[src/rtl/lc3b_types.sv]
// LC-3b shared types: opcode encoding, data word, condition-code vector and
// the redirect latch record used by the branch resolve unit.
package lc3b_types;

  typedef logic [15:0] lc3b_word;
  typedef logic [2:0]  lc3b_nzp;   // {n,z,p}

  typedef enum logic [3:0] {
    op_br   = 4'b0000,
    op_add  = 4'b0001,
    op_ldb  = 4'b0010,
    op_stb  = 4'b0011,
    op_jsr  = 4'b0100,
    op_and  = 4'b0101,
    op_ldr  = 4'b0110,
    op_str  = 4'b0111,
    op_rti  = 4'b1000,
    op_not  = 4'b1001,
    op_ldi  = 4'b1010,
    op_sti  = 4'b1011,
    op_jmp  = 4'b1100,
    op_shf  = 4'b1101,
    op_lea  = 4'b1110,
    op_trap = 4'b1111
  } lc3b_opcode;

  localparam lc3b_nzp CC_RESET = 3'b010;

  // Pending fetch redirect.
  typedef struct packed {
    logic     vld;
    lc3b_word pc;
  } redirect_t;

endpackage

[src/rtl/cc_gen.sv]
// Condition-code generator: maps a 16-bit result onto {n,z,p}.
// Purely combinational; shared with the forwarding unit.
//   data : value being written back
//   cc   : 100 negative, 010 zero, 001 positive
module cc_gen
  import lc3b_types::*;
(
  input  lc3b_word data,
  output lc3b_nzp  cc
);

  assign cc = data[15]         ? 3'b100 :
              (data == 16'h0)  ? 3'b010 : 3'b001;

endmodule

[src/rtl/branch_resolve_unit.sv]
// MEM-stage control-flow resolution for the LC-3b pipeline.
//   Inputs : clk, rst_n (sync, active low), stall, valid_in, opcode, nzp,
//            br_target / jmp_target / trap_target, wb_data + load_cc (CC
//            write from WB), fetch_ready (fetch takes redirect), perf_clear.
//   Outputs: branch_enable, is_j, is_jsr, is_trap (combinational decode for
//            the flush controller), redirect_valid / redirect_pc (latched
//            target), cc (architectural CC), branch_count / taken_count.
module branch_resolve_unit
  import lc3b_types::*;
#(
  parameter int CNT_WIDTH = 16
) (
  input  logic                 clk,
  input  logic                 rst_n,
  input  logic                 stall,
  input  logic                 valid_in,
  input  lc3b_opcode           opcode,
  input  lc3b_nzp              nzp,
  input  lc3b_word             br_target,
  input  lc3b_word             jmp_target,
  input  lc3b_word             trap_target,
  input  lc3b_word             wb_data,
  input  logic                 load_cc,
  input  logic                 fetch_ready,
  input  logic                 perf_clear,
  output logic                 branch_enable,
  output logic                 is_j,
  output logic                 is_jsr,
  output logic                 is_trap,
  output logic                 redirect_valid,
  output lc3b_word             redirect_pc,
  output lc3b_nzp              cc,
  output logic [CNT_WIDTH-1:0] branch_count,
  output logic [CNT_WIDTH-1:0] taken_count
);

  lc3b_nzp              cc_q, wb_cc, cc_eff;
  redirect_t            rdr_q;
  lc3b_word             tgt_sel;
  logic [CNT_WIDTH-1:0] bcnt_q, tcnt_q;
  logic                 is_br, resolve, accept, count_br;

  cc_gen u_cc_gen (.data(wb_data), .cc(wb_cc));

  // WB writes CC in the same cycle a BR sits in MEM: evaluate against the
  // incoming value rather than the stale register.
  assign cc_eff = load_cc ? wb_cc : cc_q;

  // Decode is left ungated by stall; the flush controller qualifies it.
  assign is_br         = valid_in & (opcode == op_br);
  assign branch_enable = is_br & |(nzp & cc_eff);
  assign is_j          = valid_in & (opcode == op_jmp);
  assign is_jsr        = valid_in & (opcode == op_jsr);
  assign is_trap       = valid_in & (opcode == op_trap);

  assign resolve = branch_enable | is_j | is_jsr | is_trap;
  // Anything resolving while a redirect is still outstanding is wrong-path.
  assign accept   = ~stall & ~rdr_q.vld & resolve;
  assign count_br = ~stall & ~rdr_q.vld & is_br;

  always_comb begin
    tgt_sel = br_target;
    if (is_trap)              tgt_sel = trap_target;
    else if (is_j | is_jsr)   tgt_sel = jmp_target;
  end

  always_ff @(posedge clk) begin
    if (!rst_n) begin
      cc_q   <= CC_RESET;
      rdr_q  <= '0;
      bcnt_q <= '0;
      tcnt_q <= '0;
    end else begin
      if (load_cc & ~stall) cc_q <= wb_cc;

      // accept requires no pending redirect, so the two arms never collide.
      // Fetch drains the latch regardless of back-end stall.
      if (accept) begin
        rdr_q.vld <= 1'b1;
        rdr_q.pc  <= tgt_sel;
      end else if (rdr_q.vld & fetch_ready) begin
        rdr_q.vld <= 1'b0;
      end

      if (perf_clear) begin
        bcnt_q <= '0;
        tcnt_q <= '0;
      end else if (count_br) begin
        bcnt_q <= bcnt_q + CNT_WIDTH'(1);
        if (branch_enable) tcnt_q <= tcnt_q + CNT_WIDTH'(1);
      end
    end
  end

  assign redirect_valid = rdr_q.vld;
  assign redirect_pc    = rdr_q.pc;
  assign cc             = cc_q;
  assign branch_count   = bcnt_q;
  assign taken_count    = tcnt_q;

endmodule

[config.mk]
export PLATFORM = sky130hd
export DESIGN_NAME = branch_resolve_unit
export DESIGN_NICKNAME = d
export VERILOG_FILES = /design/src/rtl/lc3b_types.sv /design/src/rtl/cc_gen.sv /design/src/rtl/branch_resolve_unit.sv
export SDC_FILE = /design/constraint.sdc
export NUM_CORES = 1
export LEC_CHECK = 0
export CAP_MARGIN = 20
export CORE_ASPECT_RATIO = 0.7
export CORE_MARGIN = 2
export CORE_UTILIZATION = 45
export DETAILED_ROUTE_END_ITERATION = 16
export PLACE_DENSITY_LB_ADDON = 0.2
export SYNTH_ARGS = -nofsm -noshare
export SYNTH_HDL_FRONTEND = slang
export SYNTH_SLANG_ARGS = --single-unit
[constraint.sdc]
create_clock -name clk -period 5.5 [get_ports clk]
set_input_delay 0.55 -clock clk [delete_from_list [all_inputs] [get_ports clk]]
set_output_delay 0.55 -clock clk [all_outputs]
set_load 0.005 [all_outputs]
== Yosys cells after proc, flatten, opt, wreduce, memory -nomap -nowiden ==
Cells that the tools add are included.

* Flip-flop bits (word level): 52
* Bits of input ports: 78
* Logic and storage cells: 41

* Add/sub/neg operators: 2
* Eq/ne operators: 3
* Mux-type cells: 7
* Bitwise logic cells: 18
* Reduce and logical (&&, ||, !) cells: 6

{| class="wikitable"
|+ Operators with widths
! kind !! count
|-
| 16-bit by 1-bit adder with 16-bit output (second input constant) || 2
|-
| 16-bit two-way mux || 2
|-
| 16-bit logical NOT || 1
|-
| 1-bit bitwise AND || 10
|-
| 4-bit == test (second input constant) || 2
|-
| 3-bit two-way mux || 2
|-
| 4-bit by 3-bit == test with 1-bit output (second input constant) || 1
|-
| 4-bit logical NOT || 1
|-
| 1-bit bitwise OR || 4
|-
| 3-bit bitwise AND || 1
|-
| 1-bit inverter || 3
|-
| 3-bit OR reduction || 1
|-
| 1-bit two-way mux || 2
|-
| 2-bit two-way mux || 1
|-
| 2-bit AND reduction || 1
|-
| 2-bit nonzero test || 1
|-
| 2-bit OR reduction || 1
|}

== Depth between registers and ports, before layout ==
Gate-level depths: netlist of the first run.

* Depth after elaboration: 12
* Gate-level depth with buffers: 7
* Mapped depth without buffers: 5

== By module ==
Synthesis of the first run repeated with hierarchy kept, for this count alone.

* Cells, all modules: 314
* Area total of the unflattened synthesis: 2727.6 um^2

{| class="wikitable"
|+ By module, submodules not included
! module !! instances !! cells an instance !! area each (um^2) !! sequential area each (um^2)
|-
| branch_resolve_unit || 1 || 307 || 2677.6 || 1041.0
|-
| cc_gen || 1 || 7 || 50.0 || 0.0
|}

== Worst setup path before layout of the first run ==
No wires, ideal clock.

* Path type: in2reg
* Start point: input opcode[0]
* End point: register rdr_q, in the netlist redirect_pc[10]
* Arrival: 2.132 ns
* Data required time: 5.377 ns
* Slack: 3.246 ns
* Stages: 7
* Path buffers: 2
* Cells stage by stage: or3b_1 or3_1 a311o_1 a21o_1 buf_6 buf_6 mux2i_1

* Cells in the longest elaborated chain, start to end: 7
* Elaborated cells on any way between the ends: 16

{| class="wikitable"
|+ Ends and longest elaborated chain
! element !! line !! source
|-
| start, declared || branch_resolve_unit.sv:17 || <nowiki>input lc3b_opcode opcode,</nowiki>
|-
| 4-bit logical NOT || branch_resolve_unit.sv:50 || <nowiki>assign is_br = valid_in & (opcode == op_br);</nowiki>
|-
| 1-bit bitwise AND || branch_resolve_unit.sv:50 ||
|-
| 1-bit bitwise AND || branch_resolve_unit.sv:51 || <nowiki>assign branch_enable = is_br & |(nzp & cc_eff);</nowiki>
|-
| 1-bit bitwise OR (3 in a row) || branch_resolve_unit.sv:56 || <nowiki>assign resolve = branch_enable | is_j | is_jsr | is_trap;</nowiki>
|-
| 1-bit bitwise AND || branch_resolve_unit.sv:58 || <nowiki>assign accept = ~stall & ~rdr_q.vld & resolve;</nowiki>
|-
| end, declared || branch_resolve_unit.sv:38 || <nowiki>redirect_t rdr_q;</nowiki>
|}

Several ways; a longest one is shown, not always the timed one.
A chain may end at the register's enable or synchronous reset.

== Final worst setup path of the first run ==
* Start point: input wb_data[15]
* End point: output branch_enable

* Cells in the longest elaborated chain, start to end: 7

{| class="wikitable"
|+ Ends and longest elaborated chain
! element !! line !! source
|-
| start, declared || branch_resolve_unit.sv:22 || <nowiki>input lc3b_word wb_data,</nowiki>
|-
| 16-bit logical NOT || cc_gen.sv:13 || <nowiki>(data == 16'h0) ? 3'b010 : 3'b001;</nowiki>
|-
| 2-bit two-way mux || cc_gen.sv:13 ||
|-
| 3-bit two-way mux (*) || cc_gen.sv:12 || <nowiki>assign cc = data[15] ? 3'b100 :</nowiki>
|-
| 3-bit two-way mux (*) || branch_resolve_unit.sv:47 || <nowiki>assign cc_eff = load_cc ? wb_cc : cc_q;</nowiki>
|-
| 3-bit bitwise AND (*) || branch_resolve_unit.sv:51 ||
|-
| 3-bit OR reduction (*) || branch_resolve_unit.sv:51 ||
|-
| 1-bit bitwise AND (*) || branch_resolve_unit.sv:51 ||
|-
| end, declared || branch_resolve_unit.sv:26 || <nowiki>output logic branch_enable,</nowiki>
|}

Every way passes the cells marked *; elsewhere a longest branch is shown, timed or not.

==> metrics.md, run 1 <==
| Metric | Value |
|---|---|
| Pre-Repair DR Iteration Count | 4 |
| Largest net degree at the start of global routing | 39 |
| Diodes inserted | 0 |
| Most common cell after layout, fill and taps aside | clkdlybuf4s50_1 |
| Critical path's slowest cell | clkdlybuf4s50_1 |
| Arrival time worst endpoint | 2720 ps |
| Starting Density | 46.6% |
| Synth Area in Compound Gates | 11.2% |
| Worst R2R Path Depth | 5 |
| Layout cells sized above 1 | between 3 and 4% |
| CP Buf/Inv Count | 2 |
| DR vias/cell | between 5 and 6 |
| Final Hold Viols | 0 |
| Layout Nets | 544 |
| Post-CTS Setup Bufs | 0 |
| Reg2reg start | redirect_valid |
| CTS Hold Bufs | 0 |
| First-pass GRT wire length | between 10 and 15 mm |
| Crit path required time | 4950 ps |
| Die H | a little over 70 microns |
| DRC violations left | 0 |
| Min-delay src | redirect_pc[10] |
| Post-Syn Nets | 422 |
| Static Leak | 0.00151 uW |
| Min-Delay Endpoint | redirect_pc[10] |
| Ys Warns | 0 |
| Total track usage | 22.9% |
| Crit-path leading delay family | buffers and inverters |
| GP Congestion | roughly 0.84 |
| Seq cells post-synth | 52 |
| Synth Flop Type | dfxtp_1 |
| CP max stage delay | 530 ps |
| Mux share of post-synthesis cell area | 17.0% |
| H-tree levels | 2 |
| Vias in the first global route | 2,772 |
| Synthesized cell area | 2900 sq um |
| Port Buffers | about 130 |
| Initial antenna violation count | 0 |
| Startpoint Class | input pin |
| Post-CTS sizing | 0 |
| Largest family of logic cells by synthesized area | simple AND/OR/NAND/NOR gates |
| CTS tree | yes |
| FF-to-FF setup slack | 3050 ps |
| Crit path time final | 3270 ps |
| Clock Sinks | 52 |
| Core Region | 6220 sq um |
| Routed vias | 2,906 |
| CTS buffer count | 5 |
| DR WL/cell | 14.8 microns |
| Worst Hold Class | reg -> reg |
| Status | complete, no violations |
| Library cells used by synthesis | 41 |
| DIE AREA | just over 7000 sq um |
| Post-route ant nets | 0 |
| Hold depth | 2 |
| Slew HR | 42.3% |
| Setup Skew | 12.3 ps |
| Pwr/cell area | around 160 nW/um^2 |
| Critical Path Stages | 6 |
| Setup violators final | 0 |
| RSZ-0062 raised after global routing | false |
| Synth-to-Final Area Change | 50.7% |
| IO Count | between 100 and 150 |
| Std cell rows | 24 |
| Peak VDD IR | 0.102 mV |
| Max Slew Vio Count | 0 |
| Mapped Cells | 342 |
| Overflow left after global routing | 0 |
| Nature of the critical path endpoint | output port |
| # placed instances | 534 |
| Adder-Cell Fraction of Synth Area | 0.864% |
| Max Fclk | 0.305 GHz |
| Post-DP HPWL | a little over 6 mm |
| Crit-path cells | clkdlybuf4s50_1, nor4_1, nand4_1, mux2_1, a21oi_1, clkdlybuf4s50_1 |
| Final critical-path share of the clock period | between 50 and 60% |
| Iteration-0 DRC Markers | ~140 |
| Buffer type at the clock tree root | clkbuf_8 |
| Clk_lat worst skew | approximately 310 ps |
| Critical path fanouts, max | 6 |
| WS Path Type | in -> out |
| Simple-gate area share of the yosys netlist | between 20% and 30% |
| Most frequent CP cell | clkdlybuf4s50_1 |
| DIE WIDTH | 99.9 microns |
| Setup TNS Final | 0 ps |
| WL final | 8.01 mm |
| Worst slew pin tran | 866 ps |
| Most frequent cells in the layout | 133 x clkdlybuf4s50_1, 59 x nand2_1, 52 x dfxtp_1 |
| Synth Area in XOR/XNOR | 4.53% |
| Clock-pin slew on the worst setup and hold paths | about 90 ps |
| Fraction of registers with async set or reset after synthesis | 0% |
| Max cap viols | 0 |
| Synthesized area per cell | 8.47 sq um |
| Clock buffer depth | 2 |
| Seq/Total Area, Yosys | a little over a third |
| Overall power | 715 uW |
| Post-synth EDFFs | 0 |
| Final cell count without fillers | around 540 |
| FF-to-FF End | taken_count[15] |
-- where the power goes --
part           leakage (uW)  switching (uW)  internal, uW
Sequential         0.000419            2.45           380
Combinational       0.00105            40.8          74.5
Clock             0.0000414             127          90.8
-- routing by layer --
metal | part of all wire (%) | vias to the layer above | global-route usage, %
li1 | - | 1453 | -
met1 | 46 | 1343 | 29.8
met2 | 46 | 95 | 38.5
met3 | 6.2 | 15 | 4.94
met4 | 1.7 | 0 | 6.54
met5 | 0 | - | 0
-- metrics by stage --
stage                     hold WS (ps)  util, %  area (sq um)  setup WS, ps
final                              468     70.3          4370          2230
after floorplan                    455        -          2900          3250
after global routing               483     70.3          4370          2100
after CTS                          469     70.0          4350          2150
after global placement             445     68.6          4260          2040
after detailed placement           456     68.6          4260          1990
-- registers in the layout, indices dropped and copies added, names as in the netlist --
register        count
branch_count       16
redirect_pc        16
cc                  3
redirect_valid      1
taken_count        16
-- cell families after synthesis --
group	count (synthesis)
flip-flops	52
AO/OA/AOI/OAI	43
adder cells (fa/ha/maj)	2
buffers and inverters	28
AND/OR/NAND/NOR	153
multiplexers	49
XOR/XNOR	15
-- layout make-up --
cell class              count  area [sq um]
well taps                  78          97.6
clock inverters             2          16.3
clock buffers               6          72.6
fillers                   509          1850
repair buffers            137          1370
inverters                   6          22.5
multi-input cells         262          1750
flip-flops and latches     52          1040
-- worst max-delay path by stage --
stage / start / to / slack (ps)
global route: wb_data[15] / branch_enable / 2100
finish: wb_data[15] / branch_enable / 2230
global placement: opcode[1] / redirect_pc[11] / 2040
CTS: opcode[1] / is_trap / 2150
floorplan: opcode[0] / redirect_pc[10] / 3250
detailed placement: opcode[1] / redirect_pc[2] / 1990
-- tightest hold or removal path: stages (launching register included) --
cell     delay [ps]
dfxtp_1         320
nand2_1          50
mux2i_1          50
-- cells in the mapped netlist, drive strengths merged (2+ instances only) --
cell     count  area share (%)
mux2i       47              16
nand3b       2            0.52
nor4         9             2.2
a211oi       5             1.3
xnor2       11             3.3
mux2         2            0.78
a2111oi      2             1.0
clkbuf      16             2.1
or3          2            0.43
o211ai      17             4.4
ha           2            0.86
inv          6            0.78
and2         4            0.86
nor3         3            0.52
a21o         2            0.52
nor3b        2            0.52
nor2        21             2.7
nand2b      16             3.5
buf          6             1.4
nand2       59             7.6
and4         2            0.60
a21oi       10             1.7
a21boi       2            0.52
dfxtp       52              36
nand4        9             1.9
nand3       15             2.6
xor2         4             1.2
and3         3            0.65
nor2b        3            0.65
No activity file was read; power rests on OpenSTA's default activity.
==> run 2: changes to the inputs <==
--- a/config.mk
+++ b/config.mk
@@ -8,7 +8,7 @@
 export CAP_MARGIN = 20
 export CORE_ASPECT_RATIO = 0.7
 export CORE_MARGIN = 2
-export CORE_UTILIZATION = 45
+export CORE_UTILIZATION = 38
 export DETAILED_ROUTE_END_ITERATION = 16
 export PLACE_DENSITY_LB_ADDON = 0.2
 export SYNTH_ARGS = -nofsm -noshare
==> constraint.sdc (replaced) <==
create_clock -name clk -period 2.69 [get_ports clk]
set_input_delay 0.269 -clock clk [delete_from_list [all_inputs] [get_ports clk]]
set_output_delay 0.269 -clock clk [all_outputs]
set_load 0.005 [all_outputs]
==> run 2 against run 1 <==
  * Critical path depth stayed put
  * Non-clock buffer count up 14
  * Combinational power increased by 110%
  * Clock skew rose by 3.8 ps
  * Setup slack worse by 2000 ps
  * Register-to-register slack got worse by 2500 ps
  * First-iteration DRC count shrank 19%
  * Wire length rose by 2.2%
  * Core utilization decreased by 8.9 points
  * Flip-flop and latch count is the same
  * Die area grew 17%
  * Critical path type unchanged
==> metrics.md, run 2 (synthesized netlist as in run 1, its figures left out) <==
| Metric | Value |
|---|---|
| WHS | 462 ps (was 468 ps) |
| Pre-Repair DR Iteration Count | 4 (unchanged) |
| Clock Sinks | 52 (unchanged) |
| Buffer type at the clock tree root | clkbuf_8 (unchanged) |
| Port Buffers | 133 (unchanged) |
| DIE WIDTH | 108 microns (was 99.9 microns) |
| CTS tree | yes (unchanged) |
| IO Count | 134 (unchanged) |
| Clk_lat worst skew | 320 ps (was 310 ps) |
| Initial antenna violation count | 0 (unchanged) |
| DRC violations left | 0 (unchanged) |
| Clock buffer depth | 2 (unchanged) |
| RSZ-0062 raised after global routing | false (unchanged) |
| Max Fclk | 0.399 GHz |
| Core Region | 7350 sq um (was 6220 sq um) |
| Pwr/cell area | 332 nW/um^2 (was 164 nW/um^2) |
| GP Congestion | 0.834 (was 0.840) |
| Final Hold Viols | 0 (unchanged) |
| DR WL/cell | 14.2 microns (was 14.8 microns) |
| Setup violators final | 0 (unchanged) |
| CTS buffer count | 5 (unchanged) |
| Total track usage | 19.6% (was 22.9%) |
| Max Slew Vio Count | 0 (unchanged) |
| Crit path required time | 2420 ps (was 4950 ps) |
| Setup TNS Final | 0 ps (unchanged) |
| Final cell count without fillers | 577 (was 543) |
| Layout cells sized above 1 | 6.68% (was 3.66%) |
| Pre-CTS setup slack | 71.4 ps (was 1990 ps) |
| Worst slew pin tran | 651 ps (was 866 ps) |
| Final critical-path share of the clock period | 93.3% |
| Std cell rows | 26 (was 24) |
| Routed vias | 2,925 (was 2,906) |
| Diodes inserted | 0 (unchanged) |
| DR vias/cell | 5.07 (was 5.35) |
| Iteration-0 DRC Markers | 112 (was 138) |
| Critical path fanouts, max | 3 (was 6) |
| Starting Density | 39.4% (was 46.6%) |
| Static Leak | 0.00159 uW (was 0.00151 uW) |
| Startpoint Class | input pin (unchanged) |
| Fin util | 61.3% (was 70.3%) |
| Nature of the critical path endpoint | output port (unchanged) |
| Largest net degree at the start of global routing | 38 (was 39) |
| Peak VDD IR | 0.231 mV (was 0.102 mV) |
| H-tree levels | 2 (unchanged) |
| Fill count | 654 (was 509) |
| Status | complete, no violations (unchanged) |
| Most common cell after layout, fill and taps aside | clkdlybuf4s50_1 (unchanged) |
| Most frequent cells in the layout | 133 x clkdlybuf4s50_1, 59 x nand2_1, 52 x dfxtp_1 (unchanged) |
| Crit path time final | 2510 ps |
| Layout Nets | 558 (was 544) |
| Setup Skew | 16.1 ps (was 12.3 ps) |
| Arrival time worst endpoint | 2240 ps (was 2720 ps) |
| First-pass GRT wire length | 13.2 mm (was 13.1 mm) |
| DIE AREA | 8350 sq um (was 7110 sq um) |
| Post-CTS sizing | 0 (unchanged) |
| Setup WS post-layout | 181 ps (was 2230 ps) |
| # placed instances | 566 (was 534) |
| Post-DP HPWL | 6.27 mm (was 6.20 mm) |
| Worst Hold Class | reg -> reg (unchanged) |
| Post-route ant nets | 0 (unchanged) |
| Max cap viols | 0 (unchanged) |
| Overflow left after global routing | 0 (unchanged) |
| WL final | 8.19 mm (was 8.01 mm) |
| Vias in the first global route | 2,751 (was 2,772) |
| Slew HR | 56.6% (was 42.3%) |
| WS Path Type | in -> out (unchanged) |
| Clock-pin slew on the worst setup and hold paths | 90 ps (about the same) |
| Synth-to-Final Area Change | 55.6% (was 50.7%) |
| Die H | 77.1 microns (was 71.1 microns) |
run 2: cell types whose count changed in the layout (fill, tap and decap cells not counted):
cell	previous run	this run
buf_4	3	17
clkinv_4	1	2
clkbuf_1	1	0
buf_8	1	0
buf_12	0	1
clkinvlp_4	1	0
inv_6	0	1
run 2: path summary, 6_finish.rpt:
kind	from	cells past startpoint	to	slack, ps
worst max-delay path	wb_data[15]	6	branch_enable	180
worst min-delay path	redirect_pc[1]	2	redirect_pc[1]	460
worst max register to register	redirect_valid	6	taken_count[13]	590
worst min register to register	redirect_pc[1]	2	redirect_pc[1]	460
run 2: power by group:
part	internal, uW	leakage [uW]	switching (uW)	total (uW)
Clock	190	0.0000487	285	476
Combinational	158	0.00112	83.0	241
Sequential	776	0.000419	4.76	781
Total	1120	0.00159	373	1500
run 2: final cells by class:
class                      instances  area [sq um]  area share (%)
multi-input combinational        262          1750            38.8
timing repair buffer             151          1480            32.8
sequential                        52          1040            23.1
tap                               98           123            2.72
clock buffer                       5          68.8            1.53
clock inverter                     3          26.3           0.583
inverter                           6          22.5           0.499
run 2: per-layer routing:
metal	track usage (%)	vias up	share of wire [%]
li1	-	1483	-
met1	26.3	1336	47
met2	31.6	92	44
met3	4.17	14	6.7
met4	6.03	0	1.8
met5	0	-	0
run 2: worst max-delay path, cell delays in order:
cell and delay (ps):
clkdlybuf4s50_1 430, nor4_1 290, nand4_1 220, mux2_1 380, a21oi_1 130, clkdlybuf4s50_1 530
run 2: per-stage QoR:
| step | instance area [sq um] | total power, uW |
|---|---|---|
| CTS | 4490 | 1520 |
| global placement | 4390 | 1030 |
| global route | 4510 | 1560 |
| finish | 4510 | 1500 |
| detailed placement | 4390 | 1040 |
| floorplan | 2900 | 881 |
run 2: timing repair:
action | CTS | global route
setup buffers | 0 | 3
hold buffers | 0 | 0
setup endpoints to repair | 0 | 1
==> patch: new RTL, settings of run 2 <==
`CNT_WIDTH`: 16 -> 32.
--- a/src/rtl/branch_resolve_unit.sv
+++ b/src/rtl/branch_resolve_unit.sv
@@ -8,7 +8,7 @@
 module branch_resolve_unit
   import lc3b_types::*;
 #(
-  parameter int CNT_WIDTH = 16
+  parameter int CNT_WIDTH = 32
 ) (
   input  logic                 clk,
   input  logic                 rst_n,
Ports: changed (resized branch_count and taken_count); port bits go from 134 to 166. No check against the original RTL was run, so the function may have changed too.
==> patch against run 2 <==
  * Clock skew down 0.011 ns
  * Combinational power up 20%
  * Synthesized cell count up 56%
  * Sequential cell count up 32
  * Sequential power up 63%
  * Area after synthesis up 54%
  * Final cell count up 49%
  * Largest cell class unchanged
  * Critical path depth up 1
  * Cell area up 48%
  * Routed wire length up 63%
  * Critical path type unchanged
  * Total power up 93%
  * Setup slack better by 0.014 ns
==> patch: results (changes against run 2) <==
metric,value,unit,change
share of the yosys chip area belonging to registers,0.378,,was 0.359
actual transition at the worst max-transition pin,0.704,ns,was 0.651 ns
Clock Pin Slew Worst Setup and Hold Paths,0.06,ns,was 0.09 ns
syn_nets,612,,was 422
minimum setup slack after placement,0.0558,ns,was 0.0714 ns
Filler cells,1021,,was 654
setup slack of the worst register-to-register path,0.37,ns,was 0.59 ns
reg2reg end,taken_count[26],,was taken_count[13]
global-route wire length before repair,21.1,mm,was 13.2 mm
launching element of the worst setup path,wb_data[11],,was wb_data[15]
Placed Instance Area,6340,um^2,was 4390 um^2
launching point of the worst reg2reg path,taken_count[7],,was redirect_valid
share of post-route cells with drive strength above 1,0.0811,,was 0.0668
GPL Wtd Cong,0.804,,was 0.834
detailed router's first-iteration violation count,203,,was 112
routed wire length per instance,15.5,um,was 14.2 um
Vias per Instance,5.48,,was 5.07
TritonCTS buffer count,9,,was 5
dominant cells by area after synthesis,"sky130_fd_sc_hd__dfxtp_1 38%, sky130_fd_sc_hd__xor2_1 6.9%, sky130_fd_sc_hd__nand3_1 5.2%",,"was sky130_fd_sc_hd__dfxtp_1 36%, sky130_fd_sc_hd__mux2i_1 16%, sky130_fd_sc_hd__nand2_1 7.6%"
run status,"finished, final reports clean",,unchanged
maximum number of pins on one net before global-route repair,39,,was 38
switching part of the total,0.219,,was 0.249
length in cells of the worst reg-to-reg path,5,,was 6
detailed placement HPWL,10.0,mm,was 6.27 mm
Mean Syn Cell Area,8.36,um^2,was 8.47 um^2
root buffer cell,sky130_fd_sc_hd__clkbuf_16,,was sky130_fd_sc_hd__clkbuf_8
patch: layout make-up:
type	instances	area (um^2)	share of cell area
flip-flops and latches	84	1680	0.252
inverters	9	33.8	0.00506
well taps	157	196	0.0294
multi-input cells	406	2600	0.390
clock inverters	4	73.8	0.0111
repair buffers	189	1840	0.276
clock buffers	11	243	0.0364
patch: worst register-to-register path, delay by kind of cell, from the launching register on:
family | cells | cell delay (ns)
simple gates | 3 | 1.09
compound gates | 2 | 0.70
flops | 1 | 0.39
patch: power by group through the flow:
stage / registers, mW / clock network (mW) / logic (mW)
final: 1.27 / 1.33 / 0.289
after global routing: 1.27 / 1.41 / 0.313
after CTS: 1.27 / 1.36 / 0.289
after detailed placement: 1.30 / 0 / 0.288
after global placement: 1.30 / 0 / 0.280
after floorplan: 1.30 / 0 / 0.0974
patch: how the worst min path moves through the flow:
stage	start	endpoint	slack [ns]	cells past startpoint
floorplan	wb_data[15]	cc[2]	0.44	2
global placement	taken_count[1]	taken_count[1]	0.47	2
detailed placement	taken_count[30]	taken_count[30]	0.48	2
CTS	branch_count[1]	branch_count[1]	0.50	2
global route	taken_count[30]	taken_count[30]	0.53	2
finish	branch_count[1]	branch_count[1]	0.49	2
patch: metal layers:
layer  global-route usage  vias to the layer above  share of wire
li1                     -                     2297              -
met3               0.0494                       28          0.063
met5                    0                        -              0
met1                0.276                     2210           0.46
met2                0.335                      182           0.46
met4               0.0683                        0          0.021
patch: logic make-up (layout without fill, tap and decap cells):
group | count (synthesis) | in the layout | share of synthesized area
simple gates | 248 | 248 | 0.303
compound gates | 91 | 91 | 0.140
flops | 84 | 84 | 0.378
xor+xnor | 44 | 44 | 0.0866
buf+inv | 42 | 213 | 0.0391
mux | 21 | 21 | 0.0484
fa+ha+maj | 2 | 2 | 0.00562
